### src/rtl/config_sequencer.sv
// Configuration sequencer: pulls (addr, data) words from the bitstream source and
// broadcasts each one on the tile-array config bus with a one-cycle write strobe.
module config_sequencer #(
    parameter int NUM_TILES   = 16,
    parameter int HOLD_CYCLES = 2
) (
    input  logic        clk,
    input  logic        reset,
    input  logic        start,
    input  logic        abort,
    input  logic [15:0] num_words,
    input  logic        bs_valid,
    input  logic [63:0] bs_data,
    output logic        bs_ready,
    output logic [31:0] config_addr,
    output logic [31:0] config_data,
    output logic        config_valid,
    output logic        busy,
    output logic        done,
    output logic        error,
    output logic [15:0] words_done
);

    typedef enum logic [2:0] {
        IDLE,
        FETCH,
        WRITE,
        HOLD,
        DONE
    } state_t;

    localparam logic [16:0] TILE_LIMIT = 17'(NUM_TILES);
    localparam logic [3:0]  HOLD_LOAD  = 4'(HOLD_CYCLES - 1);

    state_t      state;
    logic [15:0] num_words_q;
    logic [3:0]  hold_cnt;
    logic        tile_ok;
    logic [15:0] word_next;

    assign tile_ok   = {1'b0, bs_data[63:48]} < TILE_LIMIT;
    assign word_next = words_done + 16'd1;

    // abort masks ready combinationally so no word is consumed in the abort cycle
    assign bs_ready = (state == FETCH) && !abort;

    always_ff @(posedge clk or negedge reset) begin
        if (!reset) begin
            state        <= IDLE;
            num_words_q  <= '0;
            hold_cnt     <= '0;
            config_addr  <= '0;
            config_data  <= '0;
            config_valid <= 1'b0;
            busy         <= 1'b0;
            done         <= 1'b0;
            error        <= 1'b0;
            words_done   <= '0;
        end else begin
            config_valid <= 1'b0;
            done         <= 1'b0;
            case (state)
                IDLE: begin
                    if (start) begin
                        num_words_q <= num_words;
                        words_done  <= '0;
                        error       <= 1'b0;
                        busy        <= 1'b1;
                        if (num_words == 16'd0) begin
                            state <= DONE;
                            done  <= 1'b1;
                        end else begin
                            state <= FETCH;
                        end
                    end
                end
                default: begin
                    if (abort) begin
                        state <= IDLE;
                        busy  <= 1'b0;
                    end else begin
                        case (state)
                            FETCH: begin
                                if (bs_valid) begin
                                    if (words_done < num_words_q) begin
                                        words_done <= word_next;
                                    end
                                    if (tile_ok) begin
                                        // bus is loaded on the edge entering WRITE, so it changes only there
                                        config_addr  <= bs_data[63:32];
                                        config_data  <= bs_data[31:0];
                                        config_valid <= 1'b1;
                                        state        <= WRITE;
                                    end else begin
                                        error <= 1'b1;
                                        if (word_next < num_words_q) begin
                                            state <= FETCH;
                                        end else begin
                                            state <= DONE;
                                            done  <= 1'b1;
                                        end
                                    end
                                end
                            end
                            WRITE: begin
                                hold_cnt <= HOLD_LOAD;
                                state    <= HOLD;
                            end
                            HOLD: begin
                                if (hold_cnt == 4'd0) begin
                                    if (words_done < num_words_q) begin
                                        state <= FETCH;
                                    end else begin
                                        state <= DONE;
                                        done  <= 1'b1;
                                    end
                                end else begin
                                    hold_cnt <= hold_cnt - 4'd1;
                                end
                            end
                            DONE: begin
                                state <= IDLE;
                                busy  <= 1'b0;
                            end
                            default: ;
                        endcase
                    end
                end
            endcase
        end
    end

endmodule

### config.mk
export PLATFORM = sky130hd
export DESIGN_NAME = config_sequencer
export DESIGN_NICKNAME = d
export VERILOG_FILES = /design/src/rtl/config_sequencer.sv
export SDC_FILE = /design/constraint.sdc
export NUM_CORES = 1
export LEC_CHECK = 0
export BUFFER_PORTS_ARGS = -buffer_cell sky130_fd_sc_hd__buf_2
export CORE_ASPECT_RATIO = 0.75
export CORE_UTILIZATION = 55
export DETAILED_ROUTE_END_ITERATION = 6
export MAX_ROUTING_LAYER = met4
export PLACE_DENSITY = 0.93
export REMOVE_ABC_BUFFERS = 1
export SYNTH_ARGS = -nofsm -noshare
export SYNTH_HDL_FRONTEND = slang
export SYNTH_SLANG_ARGS = --single-unit
### constraint.sdc
create_clock -name clk -period 4.6 [get_ports clk]
set_input_delay 0.23 -clock clk [delete_from_list [all_inputs] [get_ports clk]]
set_output_delay 0.23 -clock clk [all_outputs]
set_load 0.02 [all_outputs]
Word-level counts from Yosys, hierarchy flattened
Index checks and enable logic that the tools add are counted.

storage, ports and cells
  bits in registers = 107
  input bits = 85
  output and inout port bits = 85
  word-level logic and storage cells = 88

operators by class
  add/sub/neg operators = 2
  order comparisons = 3
  equality and inequality tests = 10
  muxes and demuxes = 43
  bitwise gates (word level) = 2
  reduce and logical (&&, ||, !) cells = 18

operators with widths
  kind                                                 number
  two-way mux 16 bit                                   6
  < comparator 16 bit                                  2
  two-way mux 3 bit                                    9
  two-way mux 1 bit                                    24
  adder 16 x 1 -> 16 bit, second input constant        1
  zero test 16 bit                                     1
  < comparator 16 x 5 -> 1 bit, second input constant  1
  AND reduction 5 bit                                  3
  case mux 3 bit (4 select lines)                      1
  != test 4 x 3 -> 1 bit, second input constant        2
  case mux 4 bit (2 select lines)                      1
  AND reduction 4 bit                                  2
  nonzero test 2 bit                                   4
  == test 3 x 2 -> 1 bit, second input constant        2
  nonzero test 6 bit                                   1
  zero test 4 bit                                      1
  two-way mux 4 bit                                    1
  != test 2 x 1 -> 1 bit, second input constant        2
  != test 2 bit, second input constant                 2
  AND reduction 2 bit                                  2
  subtractor 4 x 1 -> 4 bit, second input constant     1
  == test 3 x 1 -> 1 bit, second input constant        1
  == test 3 bit, second input constant                 1
  zero test 3 bit                                      1
  5 further kinds                                      6

Logic depth before layout (Yosys ltp)
  depth in word-level cells = 8
  depth in mapped cells = 13
  depth with buffers taken out = 13

Least setup slack after synthesis
No wires, ideal clock.

  kind = register to register
  start point = register words_done[0]
  end point = register state[0]
  setup time = 0.119 ns
  arrival time = 2.798 ns
  required time = 4.481 ns
  slack = 1.683 ns
  cell stages (with the launch flop) = 14
  path buffers = 0
  period minus slack after synthesis = 2.917 ns
  cell sequence = dfrtp_1 > ha_1 > nand3_1 > nor4_1 > and3_1 > nand2b_1 > nand2_1 > ha_1 > nand4_1 > nor3_1 > o311ai_0 > o211ai_1 > o2111ai_1 > o21a_1

between the ends
  cells in the longest elaborated chain, start to end = 8
  elaborated cells between the ends (all ways) = 11
  those cells by class = 1 x add/sub; 2 x order compare; 8 x mux

RTL lines
  what                                 line  text
  start: declaration                   21    output logic [15:0] words_done
  start signal: assignment             86    words_done <= word_next;
  adder 16 x 1 -> 16 bit               42    assign word_next = words_done + 16'd1;
  < comparator 16 bit                  96    if (word_next < num_words_q) begin
  two-way mux 3 bit                    96
  two-way mux 3 bit                    88    if (tile_ok) begin
  two-way mux 3 bit                    84    if (bs_valid) begin
  case mux 3 bit (4 select lines) (*)  82    case (state)
  two-way mux 3 bit (*)                78    if (abort) begin
  two-way mux 3 bit (*)                62    case (state)
  end signal: assignment               70    state <= DONE;
  end signal: assignment               79    state <= IDLE;
  end signal: assignment               93    state <= WRITE;
  end: declaration                     35    state_t state;

Every way passes the cells marked *; elsewhere a longest branch is shown, timed or not. The select of a mux whose other input is x is not followed.
A chain may end at the register's enable or synchronous reset.

Worst setup path in the final report
Ends and elaborated chain as after synthesis.

==> flow_summary.yaml <==
placement:
  dp_hpwl_um: 10560
  place.gp.congestion: 0.9476
  io_buffers: 169
  placed_area_um2: 6276
worst_setup_path:
  r2r_slack_ns: 1.24
  critical_path_buf_inv_count: 0
  critPathLaunchType: "register"
  r2r-end: "state[0]"
  path_delay_family: "simple AND/OR/NAND/NOR gates"
  r2r_start: "words_done[0]"
  critPathSlowestCell: "nor4_1"
  crit_path_start: "words_done[0]"
  crit_type: "reg2reg"
  crit_required_ns: 4.83
  critPathArrivalTime_ns: 3.59
  cp_max_fo: 8
  crit_path_end_kind: "register"
  max_stage_delay_ns: 0.51
  crit_chain: "ha_1 -> nand3_1 -> nor4_1 -> nand3_1 -> or2_2 -> nand2_1 -> ha_1 -> nand4_1 -> nor3_1 -> o311ai_0 -> o211ai_1 -> o2111ai_1 -> o21a_1"
  reg2reg_depth: 13
clocking:
  clk_latency_ns: 0.34
  cts_made_buffers: 9
  clk_pin_slew_ns: 0.07
  htree_num_levels: 3
  cts_tree: "built"
  cts_root_buf: "clkbuf_16"
  clock_sinks: 107
  clock_path_buffers: 2
  ctsResizeCount: 0
finish:
  drive_above_1_share: 0.3820
  area_growth_pct: 22.43
  fill_cells: 689
  regArea_um2: 2678
  n_antenna_cell: 0
  utilization: 0.7100
  final_common_cell: "buf_2"
  stdcell_area_um2: 6556
  layout_common_cells: "buf_2 (168), dfrtp_1 (107), mux2_2 (52)"
  finalNetCount: 770
  multi_input_area_um2: 2485
timing:
  skew_ns: 0.005353
  setup_viol: 0
  fin_tns_setup_ns: 0
  max_slew_margin: 0.1448
  finalCritPeriodShare: 0.7303
  tightest_slew_ns: 1.283
  drv_slew: 0
  clock.fmax_mhz: 297.7
  period_needed_ns: 3.359
  rsz0062_at_grt: "false"
  finalHoldViolations: 0
power_and_ir_drop:
  cellPowerDensity_nw_per_um2: 377.0
  clkPwrFrac: 0.287
  peakVddDrop_v: 0.0003355
  switching_share: 0.3305
  p_sw_mw: 0.8169
  p_int_mw: 1.655
  p_seq_frac: 0.449
  leakagePower_nw: 3.620
  pwr-share-comb: 0.264
global_routing:
  grt_pass1_wl_um: 21910
  grt_usage: 0.2925
  grt_pass1_vias: 4468
  grt_max_degree: 58
  antenna_found_initial: 0
  grt-ovfl-total: 0
synth:
  synth_compound_area_frac: 0.1042
  synth-simple-area-share: 0.1603
  postSynthAreaPerCell_um2: 10.95
  synth_fa_ha_area_frac: 0.07710
  ys_warn_count: 0
  seq_area_frac_synth: 0.5000
  synth_ff_type: "dfrtp_1"
  synth_top_family_by_area: "simple AND/OR/NAND/NOR gates"
  synth.top_cells.by_area: "dfrtp_1 (50%), mux2_2 (11%), ha_1 (7.7%)"
  synthMuxAreaShare: 0.1112
  synth_top_cell_area_share: 0.5000
  syn_area_um2: 5355
  synth.largest_area_cell: "dfrtp_1"
  synth_edf_count: 0
  synthDistinctLibCells: 57
  synth_cells: 489
  ys_ff_latch: 107
  synth_xor_area_frac: 0.009813
  async_flop_share: 1.000
floorplanning:
  core_um2: 9234
  dieHeight_um: 87.46
  die_w_um: 115.9
  ios: 170
  rows: 30
  start_util: 0.5799
  die-area_um2: 10140
worst_hold_path:
  hold_end: "num_words_q[0]"
  hold_depth: 3
  hold_class: "in2reg"
  hp-start: "num_words[0]"
run_status:
  status: "finished clean"
detailed_routing:
  vias_per_cell: 5.715
  postRouteAntennaNets: 0
  dr.first_iter.drc_count: 438
  wl_per_cell_um: 17.92
  wl_um: 14070
  drc: 0
  drtPass1Iterations: 5
  vias: 4486
run:
  cap_violations: 0
## stage by stage
step           setup WS (ns)  instances  power (mW)  hold WS [ns]
2_1_floorplan          1.165        468       1.515      -0.06559
3_3_place_gp           1.584        768       1.705        0.3033
3_5_place_dp           1.280        768       1.756        0.3215
4_1_cts                1.287        785       2.476        0.1051
5_1_grt               0.9561        785       2.610        0.1176
6_report               1.241        785       2.472        0.1138
## cells in the mapped netlist (2+ instances only)
library cell  count
ha_1             33
a211o_1           3
o211ai_1          2
clkbuf_1         10
a41oi_1           2
o22ai_1           2
nor3_1            8
a21oi_1          16
nand2_1          50
buf_6             2
o21a_1            3
nand3b_1          2
o21ai_0          32
a211oi_1          2
nor2_1           20
xnor2_1           5
nand3_1          14
or3_1             3
inv_1            22
or2_2             3
nand2b_1         13
and3_1            6
nor2b_1          13
a22o_1            2
buf_2             7
o2bb2ai_1         2
dfrtp_1         107
nand4_1           9
a21o_1            9
mux2_2           52
nor4_1            9
## sequential cells by signal, summed over array words and instances, names as in the netlist
name	count
state	3
hold_cnt	4
words_done	16
config_addr	32
num_words_q	16
busy	1
config_data	32
done	1
config_valid	1
error	1
## worst max path at each step
stage	endpoint	cells after the start
after global routing	state[2]	13
after floorplan	words_done[13]	3
after global placement	state[0]	13
final	state[0]	13
after CTS	state[0]	13
after detailed placement	state[0]	13
## logic make-up after synthesis
| logic type | after synthesis |
|---|---|
| AND/OR/NAND/NOR | 160 |
| flip-flops | 107 |
| AO/OA/AOI/OAI | 87 |
| multiplexers | 53 |
| buffers and inverters | 43 |
| adder cells (fa/ha/maj) | 33 |
| XOR/XNOR | 6 |
## tightest hold or removal path, cell delays in order
cell and delay (ns):
buf_2 0.09, nand2_1 0.05, nand2_1 0.05
## per-layer routing
layer / vias up / wire (µm) / GRT usage
li1: 2066 / - / -
met1: 2188 / 5932 / 0.3683
met2: 191 / 7063 / 0.4789
met3: 41 / 688 / 0.04941
met4: 0 / 383 / 0.1037
met5: - / 0 / -
## power by group through the flow
stage	clock [mW]	sequential, mW	combinational [mW]
final	0.710	1.11	0.652
after global routing	0.758	1.12	0.728
after CTS	0.722	1.11	0.645
after detailed placement	0	1.12	0.631
after global placement	0	1.11	0.591
after floorplan	0	1.13	0.386
## timing repair
item,CTS,global route
hold endpoints to repair,55,0
buffers inserted,0,0
hold buffers,1,0
## final cells by class
type | count | share of cell area
flip-flops and latches | 107 | 0.4084
inverters | 22 | 0.01260
well taps | 128 | 0.02443
multi-input cells | 339 | 0.3790
clock buffers | 11 | 0.03550
repair buffers | 173 | 0.1344
clock inverters | 5 | 0.005725
(Power assumes the default switching activity.)
